### src/rtl/alu_seq_pkg.sv
// Shared types and constants for the ALU sequencer: FSM states, ALU opcodes,
// instruction field layout and the single-bit mask helper.
package alu_seq_pkg;

  localparam int OP_W   = 4;
  localparam int IMM_W  = 8;
  localparam int INST_W = OP_W + IMM_W;
  localparam int DATA_W = 8;

  localparam logic [OP_W-1:0] OP_PASSB = 4'd0;
  localparam logic [OP_W-1:0] OP_PASSA = 4'd1;
  localparam logic [OP_W-1:0] OP_ADD   = 4'd2;
  localparam logic [OP_W-1:0] OP_SUB   = 4'd3;
  localparam logic [OP_W-1:0] OP_AND   = 4'd4;
  localparam logic [OP_W-1:0] OP_INC   = 4'd5;
  localparam logic [OP_W-1:0] OP_DEC   = 4'd6;
  localparam logic [OP_W-1:0] OP_XOR   = 4'd7;
  localparam logic [OP_W-1:0] OP_NOP   = 4'd8;
  localparam logic [OP_W-1:0] OP_CLR   = 4'd9;
  localparam logic [OP_W-1:0] OP_IOR   = 4'd10;
  localparam logic [OP_W-1:0] OP_SWAP  = 4'd11;
  localparam logic [OP_W-1:0] OP_COM   = 4'd12;
  localparam logic [OP_W-1:0] OP_BCF   = 4'd13;
  localparam logic [OP_W-1:0] OP_BSF   = 4'd14;
  localparam logic [OP_W-1:0] OP_CTL   = 4'd15;

  typedef enum logic [2:0] {
    ST_IDLE,
    ST_FETCH,
    ST_DECODE,
    ST_EXEC,
    ST_WB,
    ST_DONE
  } state_e;

  typedef struct packed {
    logic [OP_W-1:0]  op;
    logic [IMM_W-1:0] imm;
  } inst_t;

  // One-hot mask selecting bit n of a data byte.
  function automatic logic [DATA_W-1:0] bit_mask(input logic [2:0] n);
    return 8'h01 << n;
  endfunction

endpackage

### src/rtl/alu_seq_opmap.sv
// Combinational translation of an instruction into the ALU opcode/operand
// actually driven, plus whether the result may update the carry flag.
module alu_seq_opmap
  import alu_seq_pkg::*;
(
  input  logic [OP_W-1:0]   op,
  input  logic [IMM_W-1:0]  imm,
  output logic [OP_W-1:0]   alu_inst,
  output logic [DATA_W-1:0] alu_a,
  output logic              carry_en
);

  // Bit clear/set are not native ALU ops: rewrite them as AND/IOR with a mask.
  always_comb begin
    // NOTE: every output gets a default before the case so no path leaves it
    // unassigned, which would otherwise infer a latch.
    alu_inst = op;
    alu_a    = imm;
    carry_en = (op == OP_ADD) || (op == OP_SUB) || (op == OP_INC) || (op == OP_DEC);
    case (op)
      OP_BCF: begin
        alu_inst = OP_AND;
        alu_a    = ~bit_mask(imm[2:0]);
      end
      OP_BSF: begin
        alu_inst = OP_IOR;
        alu_a    = bit_mask(imm[2:0]);
      end
      default: ;
    endcase
  end

endmodule

### src/rtl/alu_seq_ctrl.sv
// Sequencer running a program from a synchronous ROM on an external 8-bit ALU.
// Owns pc, accumulator, C/Z flags and a watchdog counting written-back results.
module alu_seq_ctrl
  import alu_seq_pkg::*;
#(
  parameter int PC_W     = 7,
  parameter int WDOG_MAX = 1000
) (
  input  logic              clk,
  input  logic              reset,
  input  logic              start,
  output logic              rom_en,
  output logic [PC_W-1:0]   rom_addr,
  input  logic [INST_W-1:0] rom_data,
  output logic [OP_W-1:0]   alu_inst,
  output logic [DATA_W-1:0] alu_a,
  output logic [DATA_W-1:0] alu_b,
  input  logic [DATA_W:0]   alu_ans,
  output logic [DATA_W-1:0] acc_out,
  output logic              flag_c,
  output logic              flag_z,
  output logic              busy,
  output logic              done,
  output logic              err
);

  localparam int STEP_W = $clog2(WDOG_MAX + 1);

  state_e              state_q, state_d;
  logic [PC_W-1:0]     pc_q, pc_d;
  logic [DATA_W-1:0]   acc_q, acc_d;
  logic                c_q, c_d, z_q, z_d;
  logic [STEP_W-1:0]   step_q, step_d;
  inst_t               ir_q, ir_d;
  logic                rom_en_q, rom_en_d, busy_q, busy_d;
  logic                done_q, done_d, err_q, err_d;
  logic [OP_W-1:0]     alu_inst_q, alu_inst_d, map_inst;
  logic [DATA_W-1:0]   alu_a_q, alu_a_d, map_a;
  logic                map_carry_en;

  // Instruction register captures the ROM word in DECODE and holds it after.
  always_comb begin
    ir_d = (state_q == ST_DECODE) ? inst_t'(rom_data) : ir_q;
  end

  alu_seq_opmap u_opmap (
    .op       (ir_d.op),
    .imm      (ir_d.imm),
    .alu_inst (map_inst),
    .alu_a    (map_a),
    .carry_en (map_carry_en)
  );

  // Next-state and architectural-state update for the sequencer FSM.
  always_comb begin
    state_d = state_q;
    pc_d    = pc_q;
    acc_d   = acc_q;
    c_d     = c_q;
    z_d     = z_q;
    step_d  = step_q;
    done_d  = 1'b0;
    err_d   = 1'b0;
    case (state_q)
      ST_IDLE: begin
        if (start) begin
          state_d = ST_FETCH;
          pc_d    = '0;
          acc_d   = '0;
          c_d     = 1'b0;
          z_d     = 1'b0;
          step_d  = '0;
        end
      end
      ST_FETCH: state_d = ST_DECODE;
      ST_DECODE: begin
        if (ir_d.op == OP_CTL) begin
          if (ir_d.imm[7]) begin
            state_d = ST_DONE;
            done_d  = 1'b1;
          end else begin
            state_d = ST_FETCH;
            pc_d    = z_q ? pc_q + PC_W'(1) : ir_d.imm[PC_W-1:0];
          end
        end else if (ir_d.op == OP_NOP) begin
          state_d = ST_FETCH;
          pc_d    = pc_q + PC_W'(1);
        end else begin
          state_d = ST_EXEC;
        end
      end
      ST_EXEC: state_d = ST_WB;
      ST_WB: begin
        acc_d  = alu_ans[DATA_W-1:0];
        z_d    = (alu_ans[DATA_W-1:0] == '0);
        if (map_carry_en) c_d = alu_ans[DATA_W];
        pc_d   = pc_q + PC_W'(1);
        step_d = step_q + STEP_W'(1);
        if (step_d == STEP_W'(WDOG_MAX)) begin
          state_d = ST_DONE;
          err_d   = 1'b1;
        end else begin
          state_d = ST_FETCH;
        end
      end
      ST_DONE: state_d = ST_IDLE;
      default: state_d = ST_IDLE;
    endcase
  end

  // Registered outputs are derived from the state being entered.
  always_comb begin
    rom_en_d   = (state_d == ST_FETCH);
    busy_d     = (state_d != ST_IDLE);
    alu_inst_d = OP_NOP;
    alu_a_d    = '0;
    if ((state_d == ST_EXEC) || (state_d == ST_WB)) begin
      alu_inst_d = map_inst;
      alu_a_d    = map_a;
    end
  end

  // Single state register for the FSM, its datapath and its outputs.
  always_ff @(posedge clk) begin
    // NOTE: sequential state uses non-blocking assignments so every flop
    // samples the pre-edge value regardless of statement order.
    if (reset) begin
      state_q    <= ST_IDLE;
      pc_q       <= '0;
      acc_q      <= '0;
      c_q        <= 1'b0;
      z_q        <= 1'b0;
      step_q     <= '0;
      ir_q       <= '0;
      rom_en_q   <= 1'b0;
      busy_q     <= 1'b0;
      done_q     <= 1'b0;
      err_q      <= 1'b0;
      alu_inst_q <= OP_NOP;
      alu_a_q    <= '0;
    end else begin
      state_q    <= state_d;
      pc_q       <= pc_d;
      acc_q      <= acc_d;
      c_q        <= c_d;
      z_q        <= z_d;
      step_q     <= step_d;
      ir_q       <= ir_d;
      rom_en_q   <= rom_en_d;
      busy_q     <= busy_d;
      done_q     <= done_d;
      err_q      <= err_d;
      alu_inst_q <= alu_inst_d;
      alu_a_q    <= alu_a_d;
    end
  end

  assign rom_en   = rom_en_q;
  assign rom_addr = pc_q;
  assign alu_inst = alu_inst_q;
  assign alu_a    = alu_a_q;
  assign alu_b    = acc_q;
  assign acc_out  = acc_q;
  assign flag_c   = c_q;
  assign flag_z   = z_q;
  assign busy     = busy_q;
  assign done     = done_q;
  assign err      = err_q;

endmodule

### config.mk
export PLATFORM = sky130hd
export DESIGN_NAME = alu_seq_ctrl
export DESIGN_NICKNAME = d
export VERILOG_FILES = /design/src/rtl/alu_seq_pkg.sv /design/src/rtl/alu_seq_opmap.sv /design/src/rtl/alu_seq_ctrl.sv
export SDC_FILE = /design/constraint.sdc
export NUM_CORES = 1
export LEC_CHECK = 0
export BUFFER_PORTS_ARGS = -buffer_cell sky130_fd_sc_hd__buf_4
export CAP_MARGIN = 20
export CORE_ASPECT_RATIO = 0.75
export CORE_MARGIN = 3
export CORE_UTILIZATION = 50
export CTS_CLUSTER_DIAMETER = 120
export DETAILED_ROUTE_END_ITERATION = 8
export PLACE_DENSITY = 0.77
export SETUP_SLACK_MARGIN = 0.5
export SLEW_MARGIN = 20
export SYNTH_ARGS = -nofsm -noshare
export SYNTH_HDL_FRONTEND = slang
export SYNTH_SLANG_ARGS = --single-unit
### constraint.sdc
create_clock -name clk -period 2.3 [get_ports clk]
set_input_delay 0.23 -clock clk [delete_from_list [all_inputs] [get_ports clk]]
set_output_delay 0.23 -clock clk [all_outputs]
set_load 0.03 [all_outputs]
==> key figures, run 1 <==
Outcome
  – Outcome: finished clean

Finish
  – Finished Layout Cells: 493
  – # fillers: 424
  – Final Cell Area: 0.00393 mm^2
  – Share of layout cells above drive strength 1: 34.7%
  – Most common cell after layout, fill and taps aside: buf_4
  – # diodes: 0
  – Synth-to-layout area growth: 34.8%
  – Net count reported at finish: 439
  – Multi-input logic area: 0.00171 mm^2
  – Commonest cells after routing, fill and taps aside: 83 x buf_4, 53 x dfxtp_1, 43 x nor2_1, 20 x nand2_1, 19 x a21oi_1
  – Register area: 0.00117 mm^2

Yosys
  – Post-synth top flop: dfxtp_1
  – Top post-synthesis cells by area: dfxtp_1 40%, nor2_1 5.9%, mux2i_1 4.1%
  – Async SR Flop Fraction: 0%
  – Synth unique cells: 57
  – Cell taking the most area after synthesis: dfxtp_1
  – Sequential area share after synthesis: 39.9%
  – Syn Inst Count: 342
  – FF+latch count, synth: 58
  – Syn Area/Cell: 8.52 um^2
  – Area of the mapped netlist: 0.00291 mm^2
  – YS warnings: 0
  – Share of the synthesized area in the top cell type: 39.9%
  – Post-synth net total: 368
  – Number of synthesized flops with an enable pin: 0

Setup path
  – Critical Path RT: 2.58 ns
  – CP arrival: 2.09 ns
  – Setup crit end kind: flop
  – Crit path kind: flop to flop
  – CP max FO: 7
  – Worst Setup Start Kind: flop

Routing
  – Aggregate routed wire length: 7900 um
  – Initial drt markers: 240
  – Post-route ant nets: 0
  – Avg WL per Cell: 16.0 um
  – Post-DR vias/cell: 5.99
  – Via count: 2954
  – Number of remaining DRC errors: 0
  – DR pass1 iterations: 5

STA
  – RSZ-0062 raised after global routing: true
  – Fmax: 551 MHz
  – Final Skew: 0.00767 ns
  – Final hold slack: 0.147 ns
  – Setup TNS: 0 ns
  – Number of setup violations in the final report: 0
  – Worst Max-Slew Pin Slew: 0.511 ns
  – Pins Over Slew Limit: 0
  – Final hold vios: 0
  – Final Cycle Share: 79.0%
  – Slew headroom: 65.6%
  – Min Tclk post-route: 1.82 ns

Clock network
  – H-Tree Depth: 3
  – Clk Latency, worst-skew pair: 0.34 ns
  – Max Root-Sink Buffers: 2
  – Clock-pin slew on the worst setup and hold paths: 0.07 ns
  – Total CTS buffers: 9
  – CTS tree: done
  – Root Driver: clkbuf_8
  – Hold_buf cts: 0
  – CTS sink cnt: 58

Floorplanning
  – DIE AREA: 0.00679 mm^2
  – IO Pins: 65
  – Num rows: 23
  – Starting Density: 53.0%
  – Core Region: 0.00550 mm^2
  – Die H: 72.1 um
  – Die X: 94.1 um

Placement
  – Gp weighted congestion: 0.882
  – Placed cell areas: 0.00340 mm^2
  – Placed insts: 464
  – DP HPWL: 5110 um
  – I/O Buffers: 64

Hold path
  – Worst hold path type: input pin to flop

Global route
  – GR peak layer: met2
  – Largest net degree at the start of global routing: 49
  – Grt met3 use: 6.84%
  – Met1 Use GR: 32.2%
  – GR Util All Layers: 23.3%
  – GRT overflow: 0
  – Initial antenna violation count: 0
  – Global-route wire length before repair: 12600 um
  – Vias in the first global route: 2712
  – Global Route met2 Usage: 35.1%

Pwr
  – Clock share of power: 43.9%
  – Power per cell area: 645 mW/mm^2
  – Switching power: 642 uW
  – Logic pwr share: 14.6%
  – Max VDD drop: 426 uV
  – Leakage: 0.00157 uW
  – Sw Ratio: 25.4%
  – Flop pwr share: 41.5%
  – Int Pwr: 1890 uW

Job
  – Max Cap Viol: 0
## cells in the mapped netlist, drive strengths merged (4+ instances only)
cell	n
dfxtp	58
nor2	47
nand2	21
a21oi	20
buf	19
nor3	18
o21ai	15
mux2i	14
a22oi	13
nor4	11
clkbuf	9
inv	8
nand3	8
and3	5
mux2	5
a221oi	4
nand3b	4
o211ai	4
o32ai	4
## sequential cells by signal, indices dropped and copies added (netlist names), 3 cells and up
register and flops:
acc_out 8, state_q 3, step_q 10, alu_inst 4
rom_addr 7, alu_a 8, ir_q 12
## stage by stage
step | utilization, % | worst slack (ns) | power (uW)
finish | 71.4 | 0.484 | 2530
global route | 71.4 | 0.447 | 2620
CTS | 68.5 | 0.484 | 2510
detailed placement | 61.9 | 0.309 | 1370
global placement | 61.9 | 0.339 | 1360
floorplan | - | 0.583 | 1260
## kinds of logic after synthesis
family          synth area share [%]
flops                           39.9
xor+xnor                       0.301
mux                             7.43
simple gates                    25.1
compound gates                  19.5
fa+ha+maj                      0.859
buf+inv                         6.96
## power groups by stage
stage	Combinational, uW	Clock, uW	Sequential (uW)
global placement	294	0	1070
detailed placement	299	0	1070
CTS	329	1130	1050
global route	398	1170	1050
floorplan	175	0	1090
finish	370	1110	1050
## final cells by class
cell class | count | share of cell area [%]
flip-flops and latches | 58 | 29.9
clock inverters | 4 | 1.85
repair buffers | 88 | 17.4
multi-input cells | 248 | 43.5
inverters | 8 | 0.765
clock buffers | 12 | 4.21
well taps | 75 | 2.39
## timing repair
| item | 4_1_cts | 5_1_grt |
|---|---|---|
| buffers inserted | 7 | 6 |
| pin swaps | 6 | 10 |
| endpoints found under the setup margin | 16 | 18 |
| gates cloned | 0 | 0 |
| resized for setup | 21 | 27 |
## critical path, stage by stage (launching register included)
cell and delay, ns:
dfxtp_4 0.37, buf_6 0.12, or3b_4 0.40, buf_8 0.16, mux2i_4 0.22, or3_1 0.38
a21oi_2 0.12
## path summary, 6_finish.rpt
path,start,to,slack (ns),cells past startpoint
hold / removal,alu_ans[6],acc_out[6],0.15,3
hold reg to reg,rom_addr[6],rom_addr[6],0.49,2
setup / recovery,state_q[0],alu_a[5],0.48,6
setup reg to reg,state_q[0],alu_a[5],0.48,6
## metal layers
layer | part of all wire [%] | wire, um
met1 | 44 | 3490
met2 | 46 | 3670
met3 | 7.6 | 598
met4 | 1.8 | 139
met5 | 0 | 0
Power figures use the tool's default switching activity.
==> run 2, diff against run 1 <==
==> constraint.sdc (replaced) <==
create_clock -name clk -period 1.88 [get_ports clk]
set_input_delay 0.188 -clock clk [delete_from_list [all_inputs] [get_ports clk]]
set_output_delay 0.188 -clock clk [all_outputs]
set_load 0.03 [all_outputs]
==> run 2 against run 1 <==
- the flow now finishes with violations (negative setup slack)
- die area stayed put
- non-clock buffer count up 43
- worst hold slack worse by 0.056 ns
- utilization grew 17 points
- via count rose by 23%
- setup slack worse by 0.62 ns
- critical path depth is 1 higher
- critical path type unchanged
==> key figures, run 2 (synthesized netlist as in run 1, its figures left out) <==
Finish
  – Synth-to-layout area growth: 67.4%
  – Most flops, register: ir_q
  – Net count reported at finish: 483 (+10%)
  – Final core utilization: 88.7% (+17 points)
  – Most common cell after layout, fill and taps aside: buf_4
  – Biggest regs: ir_q x12, step_q x10
  – Commonest cells after routing, fill and taps aside: 94 x buf_4, 48 x dfxtp_1, 36 x nor2_1, 24 x buf_6, 19 x nand2_1
  – Share of layout cells above drive strength 1: 52.8% (+18 points)
  – # fillers: 229 (-46%)
  – # diodes: 0 (unchanged)
  – Max reg flops: 12 (unchanged)

STA
  – Slew headroom: 62.4% (-3.2 points)
  – Final Skew: 0.0162 ns (+0.00854 ns)
  – Setup TNS: -0.194 ns (-0.194 ns)
  – Fmax: 496 MHz (-9.9%)
  – Pins Over Slew Limit: 0 (unchanged)
  – Worst Slack Setup Final: -0.136 ns (-0.619 ns)
  – Final hold vios: 0 (unchanged)
  – Final Cycle Share: 107% (+28 points)
  – Worst Max-Slew Pin Slew: 0.560 ns (+0.0491 ns)
  – RSZ-0062 raised after global routing: true
  – Number of setup violations in the final report: 3 (+3)
  – Min Tclk post-route: 2.02 ns (+0.199 ns)

Clock network
  – CTS sink cnt: 58 (unchanged)
  – Total CTS buffers: 9 (unchanged)
  – Root Driver: clkbuf_8
  – Hold_buf cts: 0 (unchanged)
  – H-Tree Depth: 3 (unchanged)
  – CTS tree: done
  – Max Root-Sink Buffers: 2 (unchanged)
  – Clk Latency, worst-skew pair: 0.36 ns (+0.02 ns)
  – Clock-pin slew on the worst setup and hold paths: 0.08 ns (about the same)

Floorplanning
  – Die X: 94.1 um (unchanged)
  – Die H: 72.1 um (unchanged)
  – Starting Density: 53.0% (unchanged)
  – Num rows: 23 (unchanged)
  – IO Pins: 65 (unchanged)
  – DIE AREA: 0.00679 mm^2 (unchanged)
  – Core Region: 0.00550 mm^2 (unchanged)

Setup path
  – CP arrival: 2.27 ns (+0.18 ns)
  – Crit path kind: flop to flop
  – Critical Path RT: 2.13 ns (-0.45 ns)
  – CP max FO: 7 (unchanged)
  – Setup crit end kind: flop
  – Worst Setup Start Kind: flop
  – Depth of the worst register-to-register path: 7 (+1)

Outcome
  – Outcome: complete, but fails checks
  – Failing checks: negative setup slack

Routing
  – Met3 WL: 1210 um (+100%)
  – Avg WL per Cell: 24.4 um (+52%)
  – Aggregate routed wire length: 13100 um (+66%)
  – Number of remaining DRC errors: 0 (unchanged)
  – Post-route ant nets: 0 (unchanged)
  – M1 wire length: 5040 um (+44%)
  – DR top layer: met4
  – DR WL met2: 6030 um (+64%)
  – Post-DR vias/cell: 6.77 (+13%)
  – Initial drt markers: 471 (+96%)
  – DR pass1 iterations: 7 (+2)
  – Via count: 3634 (+23%)

Global route
  – Global-route wire length before repair: 15800 um (+26%)
  – Vias in the first global route: 3060 (+13%)
  – GRT overflow: 0 (unchanged)
  – Initial antenna violation count: 0 (unchanged)
  – GR Util All Layers: 30.6% (+7.3 points)
  – Largest net degree at the start of global routing: 39 (-20%)

Pwr
  – Clock share of power: 35.4% (-8.5 points)
  – Power, Total: 3150 uW (+24%)
  – Sw Ratio: 30.2% (+4.9 points)
  – Leakage: 0.00192 uW (+22%)
  – Logic pwr share: 23.6% (+9.0 points)
  – Switching power: 953 uW (+48%)
  – Flop pwr share: 41.0% (-0.5 points)
  – Power per cell area: 646 mW/mm^2 (+0.19%)
  – Int Pwr: 2200 uW (+16%)
  – Max VDD drop: 478 uV (+12%)

Hold path
  – Worst hold path type: input pin to flop
  – Worst hold path cell count: 3 (unchanged)

Placement
  – I/O Buffers: 64 (unchanged)
  – Gp weighted congestion: 0.912 (+3.4%)
  – DP HPWL: 5350 um (+4.8%)

Job
  – Max Cap Viol: 0 (unchanged)
[run 2: power by group through the flow]
stage | logic (uW) | clock network [uW] | registers (uW)
floorplan | 237 | 0 | 1330
global placement | 393 | 0 | 1310
detailed placement | 399 | 0 | 1310
CTS | 581 | 1080 | 1290
global route | 768 | 1170 | 1290
finish | 745 | 1110 | 1290
[run 2: final timing paths]
check,startpoint,end,slack (ns)
worst min register to register,step_q[9],step_q[9],0.50
worst min-delay path,alu_ans[2],acc_out[2],0.09
worst max register to register,state_q[2],rom_addr[6],-0.14
worst max-delay path,state_q[2],rom_addr[6],-0.14
[run 2: metrics by stage]
| stage | setup slack, ns | area, um^2 | hold WS (ns) | std cells |
|---|---|---|---|---|
| global placement | 0.145 | 3560 | 0.442 | 471 |
| detailed placement | 0.0749 | 3560 | 0.448 | 471 |
| finish | -0.136 | 4880 | 0.0913 | 537 |
| CTS | 0.171 | 4390 | 0.0849 | 524 |
| global route | -0.215 | 4880 | 0.0877 | 537 |
| floorplan | 0.278 | 2990 | 0.292 | 342 |
[run 2: cell type report]
| class | count | area, um^2 | area share, % |
|---|---|---|---|
| clock buffer | 14 | 173 | 3.54 |
| clock inverter | 2 | 10.0 | 0.205 |
| inverter | 8 | 32.5 | 0.667 |
| multi-input combinational | 249 | 2140 | 43.9 |
| sequential | 58 | 1190 | 24.3 |
| tap | 75 | 93.8 | 1.92 |
| timing repair buffer | 131 | 1240 | 25.5 |
[run 2: worst max-delay path, cell delays in order (launching register included)]
cell     delay, ns
dfxtp_4       0.38
nor3b_4       0.32
buf_12        0.19
o21ai_1       0.21
buf_4         0.22
a21oi_1       0.20
nor2_1        0.09
o32ai_1       0.28
[run 2: layer usage]
metal / track usage [%] / up-vias
met2: 49.3 / 314
met5: 0 / -
met1: 39.3 / 1734
met4: 14.3 / 0
met3: 6.74 / 98
li1: - / 1488
[run 2: timing repair]
| action | 4_1_cts | 5_1_grt |
|---|---|---|
| gates cloned | 6 | 0 |
| endpoints found under the setup margin | 33 | 57 |
| pin swaps | 25 | 33 |
| setup buffers | 31 | 13 |
| gates resized for setup | 74 | 88 |
